File: src/rtl/fifo_prm_pkg.sv
// Shared definitions for the parametrised flop FIFO: a constant clog2 helper,
// the type used for derived width parameters, the push/pop operation encoding
// and the bit positions of the optional sticky error flags
// (enabled by defining FIFO_ERR_FLAGS_EN).
package fifo_prm_pkg;

  // Type of width parameters derived from depth (count and pointer widths).
  typedef int unsigned cnt_width_t;

  // Accepted operation for one clock; bit 0 = push accepted, bit 1 = pop accepted.
  typedef enum logic [1:0] {
    OP_NONE = 2'b00,
    OP_PUSH = 2'b01,
    OP_POP  = 2'b10,
    OP_BOTH = 2'b11
  } fifo_op_e;

  // Bit positions inside the sticky error register.
  localparam int ERR_OVF_BIT = 0;
  localparam int ERR_UDF_BIT = 1;
  localparam int ERR_W       = 2;

  // Ceiling log2, usable in constant expressions; clog2(1) = 0.
  function automatic cnt_width_t clog2(input int unsigned value);
    int unsigned v;
    cnt_width_t  r;
    r = 0;
    v = (value > 0) ? value - 1 : 0;
    while (v > 0) begin
      r = r + 1;
      v = v >> 1;
    end
    return r;
  endfunction

endpackage

File: src/rtl/fifo_ptr_ctrl.sv
// Pointer and occupancy control for fifo_flops_prm: decides which of push/pop
// are accepted this cycle, keeps the read/write pointers (explicit wrap at
// depth-1, so any depth works) and the occupancy count.
module fifo_ptr_ctrl
  import fifo_prm_pkg::*;
#(
  parameter int         depth = 8,
  parameter cnt_width_t CW    = clog2(depth + 1),
  parameter cnt_width_t AW    = clog2(depth)
) (
  input  logic          clk,
  input  logic          rst,
  input  logic          push,
  input  logic          pop,
  output logic          wr_en,
  output logic [AW-1:0] wr_addr,
  output logic [AW-1:0] rd_addr,
  output logic [CW-1:0] count
);

  localparam logic [AW-1:0] LAST_PTR = AW'(depth - 1);
  localparam logic [CW-1:0] FULL_CNT = CW'(depth);

  logic     empty;
  logic     full;
  logic     do_push;
  logic     do_pop;
  fifo_op_e op;

  function automatic logic [AW-1:0] ptr_inc(input logic [AW-1:0] p);
    return (p == LAST_PTR) ? '0 : p + AW'(1);
  endfunction

  // Acceptance: a pop frees a slot for a same-cycle push when full; an empty
  // FIFO never bypasses, so a push+pop on empty is treated as push only.
  // NOTE: every output of an always_comb gets a value on every path (here by
  // straight-line assignment) so no latch is inferred.
  always_comb begin
    empty   = (count == '0);
    full    = (count == FULL_CNT);
    do_pop  = pop && !empty;
    do_push = push && (!full || do_pop);
    op      = fifo_op_e'({do_pop, do_push});
  end

  // The write strobe is masked during reset so no write lands while contents
  // are being discarded.
  assign wr_en = do_push && !rst;

  // Pointer and count state, discarded immediately on reset.
  // NOTE: sequential state uses non-blocking assignments so every register
  // samples the pre-edge values regardless of statement order.
  always_ff @(posedge clk or posedge rst) begin
    if (rst) begin
      wr_addr <= '0;
      rd_addr <= '0;
      count   <= '0;
    end else begin
      case (op)
        OP_PUSH: begin
          wr_addr <= ptr_inc(wr_addr);
          count   <= count + CW'(1);
        end
        OP_POP: begin
          rd_addr <= ptr_inc(rd_addr);
          count   <= count - CW'(1);
        end
        OP_BOTH: begin
          wr_addr <= ptr_inc(wr_addr);
          rd_addr <= ptr_inc(rd_addr);
        end
        default: ;
      endcase
    end
  end

endmodule

File: src/rtl/fifo_flops_prm.sv
// Parametrised flop-based synchronous FIFO, first-word-fall-through, with
// occupancy count and almost-full/almost-empty thresholds. Superset of the
// legacy Din/Dout/push/pop/full/pndng port set.
// Optional: define FIFO_ERR_FLAGS_EN to add sticky overflow/underflow outputs.
module fifo_flops_prm
  import fifo_prm_pkg::*;
#(
  parameter int bits  = 16,
  parameter int depth = 8,
  parameter int AF_TH = 6,
  parameter int AE_TH = 2
) (
  input  logic                        clk,
  input  logic                        rst,
  input  logic [bits-1:0]             Din,
  input  logic                        push,
  input  logic                        pop,
  output logic [bits-1:0]             Dout,
  output logic                        full,
  output logic                        pndng,
  output logic [clog2(depth+1)-1:0]   count,
  output logic                        almost_full,
  output logic                        almost_empty
`ifdef FIFO_ERR_FLAGS_EN
  ,
  output logic                        overflow,
  output logic                        underflow
`endif
);

  localparam cnt_width_t      CW       = clog2(depth + 1);
  localparam cnt_width_t      AW       = clog2(depth);
  localparam logic [CW-1:0]   FULL_CNT = CW'(depth);
  localparam logic [CW-1:0]   AF_CNT   = CW'(AF_TH);
  localparam logic [CW-1:0]   AE_CNT   = CW'(AE_TH);

  // Elaboration-time parameter sanity checks.
  if (depth < 2) begin : g_bad_depth
    $fatal(1, "fifo_flops_prm: depth must be >= 2");
  end
  if (bits < 1) begin : g_bad_bits
    $fatal(1, "fifo_flops_prm: bits must be >= 1");
  end
  if (AF_TH < 1 || AF_TH > depth) begin : g_bad_af
    $fatal(1, "fifo_flops_prm: AF_TH must be in 1..depth");
  end
  if (AE_TH < 0 || AE_TH >= depth) begin : g_bad_ae
    $fatal(1, "fifo_flops_prm: AE_TH must be in 0..depth-1");
  end

  logic [bits-1:0] mem [depth];
  logic            wr_en;
  logic [AW-1:0]   wr_addr;
  logic [AW-1:0]   rd_addr;

  fifo_ptr_ctrl #(
    .depth (depth),
    .CW    (CW),
    .AW    (AW)
  ) u_ptr_ctrl (
    .clk     (clk),
    .rst     (rst),
    .push    (push),
    .pop     (pop),
    .wr_en   (wr_en),
    .wr_addr (wr_addr),
    .rd_addr (rd_addr),
    .count   (count)
  );

  // Storage write.
  // NOTE: the storage array has no reset; validity is tracked by count alone,
  // which keeps it a plain register file with no reset fan-out.
  always_ff @(posedge clk) begin
    if (wr_en) begin
      mem[wr_addr] <= Din;
    end
  end

  // Head-of-queue output and flag decode, all derived from registered state.
  always_comb begin
    pndng        = (count != '0);
    full         = (count == FULL_CNT);
    almost_full  = (count >= AF_CNT);
    almost_empty = (count <= AE_CNT);
    Dout         = pndng ? mem[rd_addr] : '0;
  end

`ifdef FIFO_ERR_FLAGS_EN
  logic [ERR_W-1:0] err_q;
  logic             ovf_evt;
  logic             udf_evt;

  // A dropped push needs full with no companion pop; any pop on empty counts.
  always_comb begin
    ovf_evt = push && !pop && full;
    udf_evt = pop && !pndng;
  end

  // Sticky error flags, cleared only by reset.
  always_ff @(posedge clk or posedge rst) begin
    if (rst) begin
      err_q <= '0;
    end else begin
      if (ovf_evt) err_q[ERR_OVF_BIT] <= 1'b1;
      if (udf_evt) err_q[ERR_UDF_BIT] <= 1'b1;
    end
  end

  assign overflow  = err_q[ERR_OVF_BIT];
  assign underflow = err_q[ERR_UDF_BIT];
`endif

endmodule

File: config.mk
export PLATFORM = sky130hd
export DESIGN_NAME = fifo_flops_prm
export DESIGN_NICKNAME = d
export VERILOG_FILES = /design/src/rtl/fifo_prm_pkg.sv /design/src/rtl/fifo_ptr_ctrl.sv /design/src/rtl/fifo_flops_prm.sv
export SDC_FILE = /design/constraint.sdc
export NUM_CORES = 1
export LEC_CHECK = 0
export ABC_AREA = 1
export CORE_ASPECT_RATIO = 1.4
export CORE_MARGIN = 8
export CORE_UTILIZATION = 58
export DETAILED_ROUTE_END_ITERATION = 7
export PLACE_DENSITY_LB_ADDON = 0.25
export REMOVE_ABC_BUFFERS = 1
export SYNTH_ARGS = -nofsm -noshare
export SYNTH_HDL_FRONTEND = slang
export SYNTH_SLANG_ARGS = --single-unit
File: constraint.sdc
create_clock -name clk -period 2.7 [get_ports clk]
set_input_delay 0.27 -clock clk [delete_from_list [all_inputs] [get_ports clk]]
set_output_delay 0.27 -clock clk [all_outputs]
set_load 0.01 [all_outputs]
==> metrics.md <==
| Metric | Value |
|---|---|
| Max-slew headroom | 71.9% |
| Antenna diode count | 0 |
| Critical Path Source Type | register |
| Die W | 101 um |
| Post-synth EDFFs | 128 |
| Final Hold Viols | 0 |
| Fmax | 384 MHz |
| Site Rows | 43 |
| Share of cells above drive strength 1 | 10.4% |
| Largest net degree at the start of global routing | 65 |
| Antenna-violating nets left | 0 |
| CTS sink cnt | 138 |
| Worst-Margin Slew | 0.421 ns |
| CTS tree | yes |
| First-pass GRT wire length | 19100 um |
| Number of synthesized register bits | 138 |
| TNS Setup | 0 ns |
| Skew final | 0.00507 ns |
| Internal Power | 5.36 mW |
| WL final | 12200 um |
| Pwr Density | 1140 nW/um^2 |
| Die ar. | 13500 um^2 |
| Multi-input logic area | 1440 um^2 |
| Initial antenna violation count | 0 |
| GRT Resource Usage Total | 19.1% |
| DRC viols | 0 |
| Synthesized cell area | 5800 um^2 |
| Vias in the first global route | 3848 |
| Synth cell count leaders | 138 x nor2_1, 128 x edfxtp_1, 62 x o21ai_1 |
| Core Footprint | 9850 um^2 |
| Layout fillers | 643 |
| Fin area | 7040 um^2 |
| Final setup fails | 0 |
| Cell Area, Placed | 6390 um^2 |
| GPL Wtd Cong | 0.762 |
| Leak pwr | 2.54 nW |
| CTS max path bufs | 2 |
| Asr flop ratio synth | 7.25% |
| Status | completed |
| Cell variety after synth | 23 |
| Slew Limit Fails | 0 |
| Seq pwr share | 33.8% |
| Drt pass-1 iters | 4 |
| Yosys warns | 0 |
| Crit Path Max Fanout | 28 |
| Crit path time final | 2.60 ns |
| Routed vias/inst | 5.54 |
| Reg clk slew, reported paths | 0.05 ns |
| Initial DRC Count | 267 |
| Nets | 580 |
| Yosys top cell area share | 66.2% |
| Reg area | 4100 um^2 |
| IO Count | 44 |
| Clock share of power | 29.1% |
| H-tree levels | 4 |
| Synth Instances | 495 |
| Synth top area cells | edfxtp_1 66%, nor2_1 8.9%, o21ai_1 5.3% |
| Post-synth top flop | edfxtp_1 |
| Seq/Total Area, Yosys | 70.6% |
| Switching power | 2.68 mW |
| Switching share of total power | 33.3% |
| Mean Syn Cell Area | 11.7 um^2 |
| Inserted Clock Buffers | 17 |
| CP Data Arrival Time | 2.33 ns |
| Crit path launch | u_ptr_ctrl.rd_addr[0] |
| Critical path class | reg -> out |
| Crit share post-route | 96.4% |
| Starting Density | 58.9% |
| Combinational Power Share | 37.1% |
| MaxCap Viol Count | 0 |
| Count leader, synth | nor2_1 |
| Power Total | 8.04 mW |
| CP endpoint kind | output port |
| Worst vdd ir | 839 uV |
| Via count | 3884 |
| Die Span Y | 134 um |
| Port Buffers | 43 |
| Yosys top cell by area | edfxtp_1 |
| Worst Hold Class | in -> async |
| DP HPWL | 7130 um |
| Worst-skew pair later-pin latency | 0.41 ns |
| Wire length per cell | 17.4 um |
| CP Data Required Time | 2.43 ns |
| RSZ-0062 raised after global routing | no |
| RR Startpoint | u_ptr_ctrl.count[0] |
| Setup Buffers After CTS | 0 |
| P&R area growth vs syn | 21.4% |
| Total gr overflow | 0 |
| Root Driver | clkbuf_16 |
## final timing paths
path	endpoint	slack, ns	depth (start not counted)
worst max-delay path	Dout[9]	0.1	8
worst min-delay path	u_ptr_ctrl.count[0]	0.19	2
worst max register to register	u_ptr_ctrl.count[3]	0.56	13
worst min register to register	u_ptr_ctrl.count[3]	0.57	2
max in group asynchronous	u_ptr_ctrl.rd_addr[0]	2.19	2
min in group clk	u_ptr_ctrl.count[3]	0.57	2
## per-stage QoR
step | instances | setup slack, ns | utilization [%] | hold slack, ns
after floorplan | 469 | 0.0792 | - | 0.110
after global placement | 668 | 0.500 | 64.9 | 0.539
after detailed placement | 668 | 0.393 | 64.9 | 0.552
after CTS | 700 | 0.0450 | 71.0 | 0.178
after global routing | 701 | 0.00432 | 71.5 | 0.224
final | 701 | 0.0983 | 71.5 | 0.189
## worst max-delay path, cell delays in order, from the launching register on
cell	delay (ns)
dfrtp_2	0.53
buf_12	0.23
nor2_1	0.06
nor2_1	0.10
o21ai_1	0.09
o21ai_1	0.11
o21ai_1	0.08
nor2_1	0.15
clkdlybuf4s50_1	0.56
## sequential cells by signal, indices dropped and copies added, names as in the netlist
name / count
mem: 128
u_ptr_ctrl.count: 4
u_ptr_ctrl.rd_addr: 3
u_ptr_ctrl.wr_addr: 3
## metal layers
layer	up-vias	wire, um	GRT usage (%)
li1	1850	-	-
met3	28	883	6.48
met5	-	0	0
met4	0	364	9.54
met2	158	6050	30.7
met1	1848	4870	22.2
## placed cells by master, fill, tap and decap left out, types with 2 or more instances in the layout
cell	synthesis	layout
buf_4	6	17
nor2_1	138	138
clkinvlp_4	0	2
nand3_1	9	9
edfxtp_1	128	128
clkbuf_16	0	18
clkdlybuf4s50_1	0	43
clkinv_2	0	6
buf_12	0	3
o21ai_1	62	62
o21ai_0	59	59
ha_1	7	7
clkinv_1	0	2
inv_1	18	18
dfrtp_1	10	9
nand2_1	27	27
nand2_4	1	2
inv_2	2	2
bufinv_16	0	4
nand4_1	3	3
## power by group through the flow
stage / sequential, mW / clock [mW] / combinational [mW]
2_1_floorplan: 2.87 / 0 / 1.43
3_3_place_gp: 2.73 / 0 / 2.80
3_5_place_dp: 2.75 / 0 / 2.88
4_1_cts: 2.70 / 2.36 / 2.91
5_1_grt: 2.74 / 2.45 / 3.30
6_report: 2.72 / 2.34 / 2.98
## what timing repair did
item | 4_1_cts | 5_1_grt
resized for setup | 0 | 6
hold buffers | 0 | 0
setup endpoints to repair | 0 | 12
hold endpoints to repair | 0 | 0
## cells by family after synthesis
group | synth area share (%)
AO/OA/AOI/OAI | 10.8
XOR/XNOR | 0.151
adder cells (fa/ha/maj) | 1.51
buffers and inverters | 4.72
flip-flops | 70.6
AND/OR/NAND/NOR | 12.3
## cell type report
class | count | area share, %
Clock buffer | 17 | 6.04
Clock inverter | 15 | 2.58
Inverter | 20 | 1.07
Multi-Input combinational cell | 311 | 20.4
Sequential cell | 138 | 58.1
Tap cell | 135 | 2.40
Timing Repair Buffer | 65 | 9.34
No activity file was read; power rests on OpenSTA's default activity.
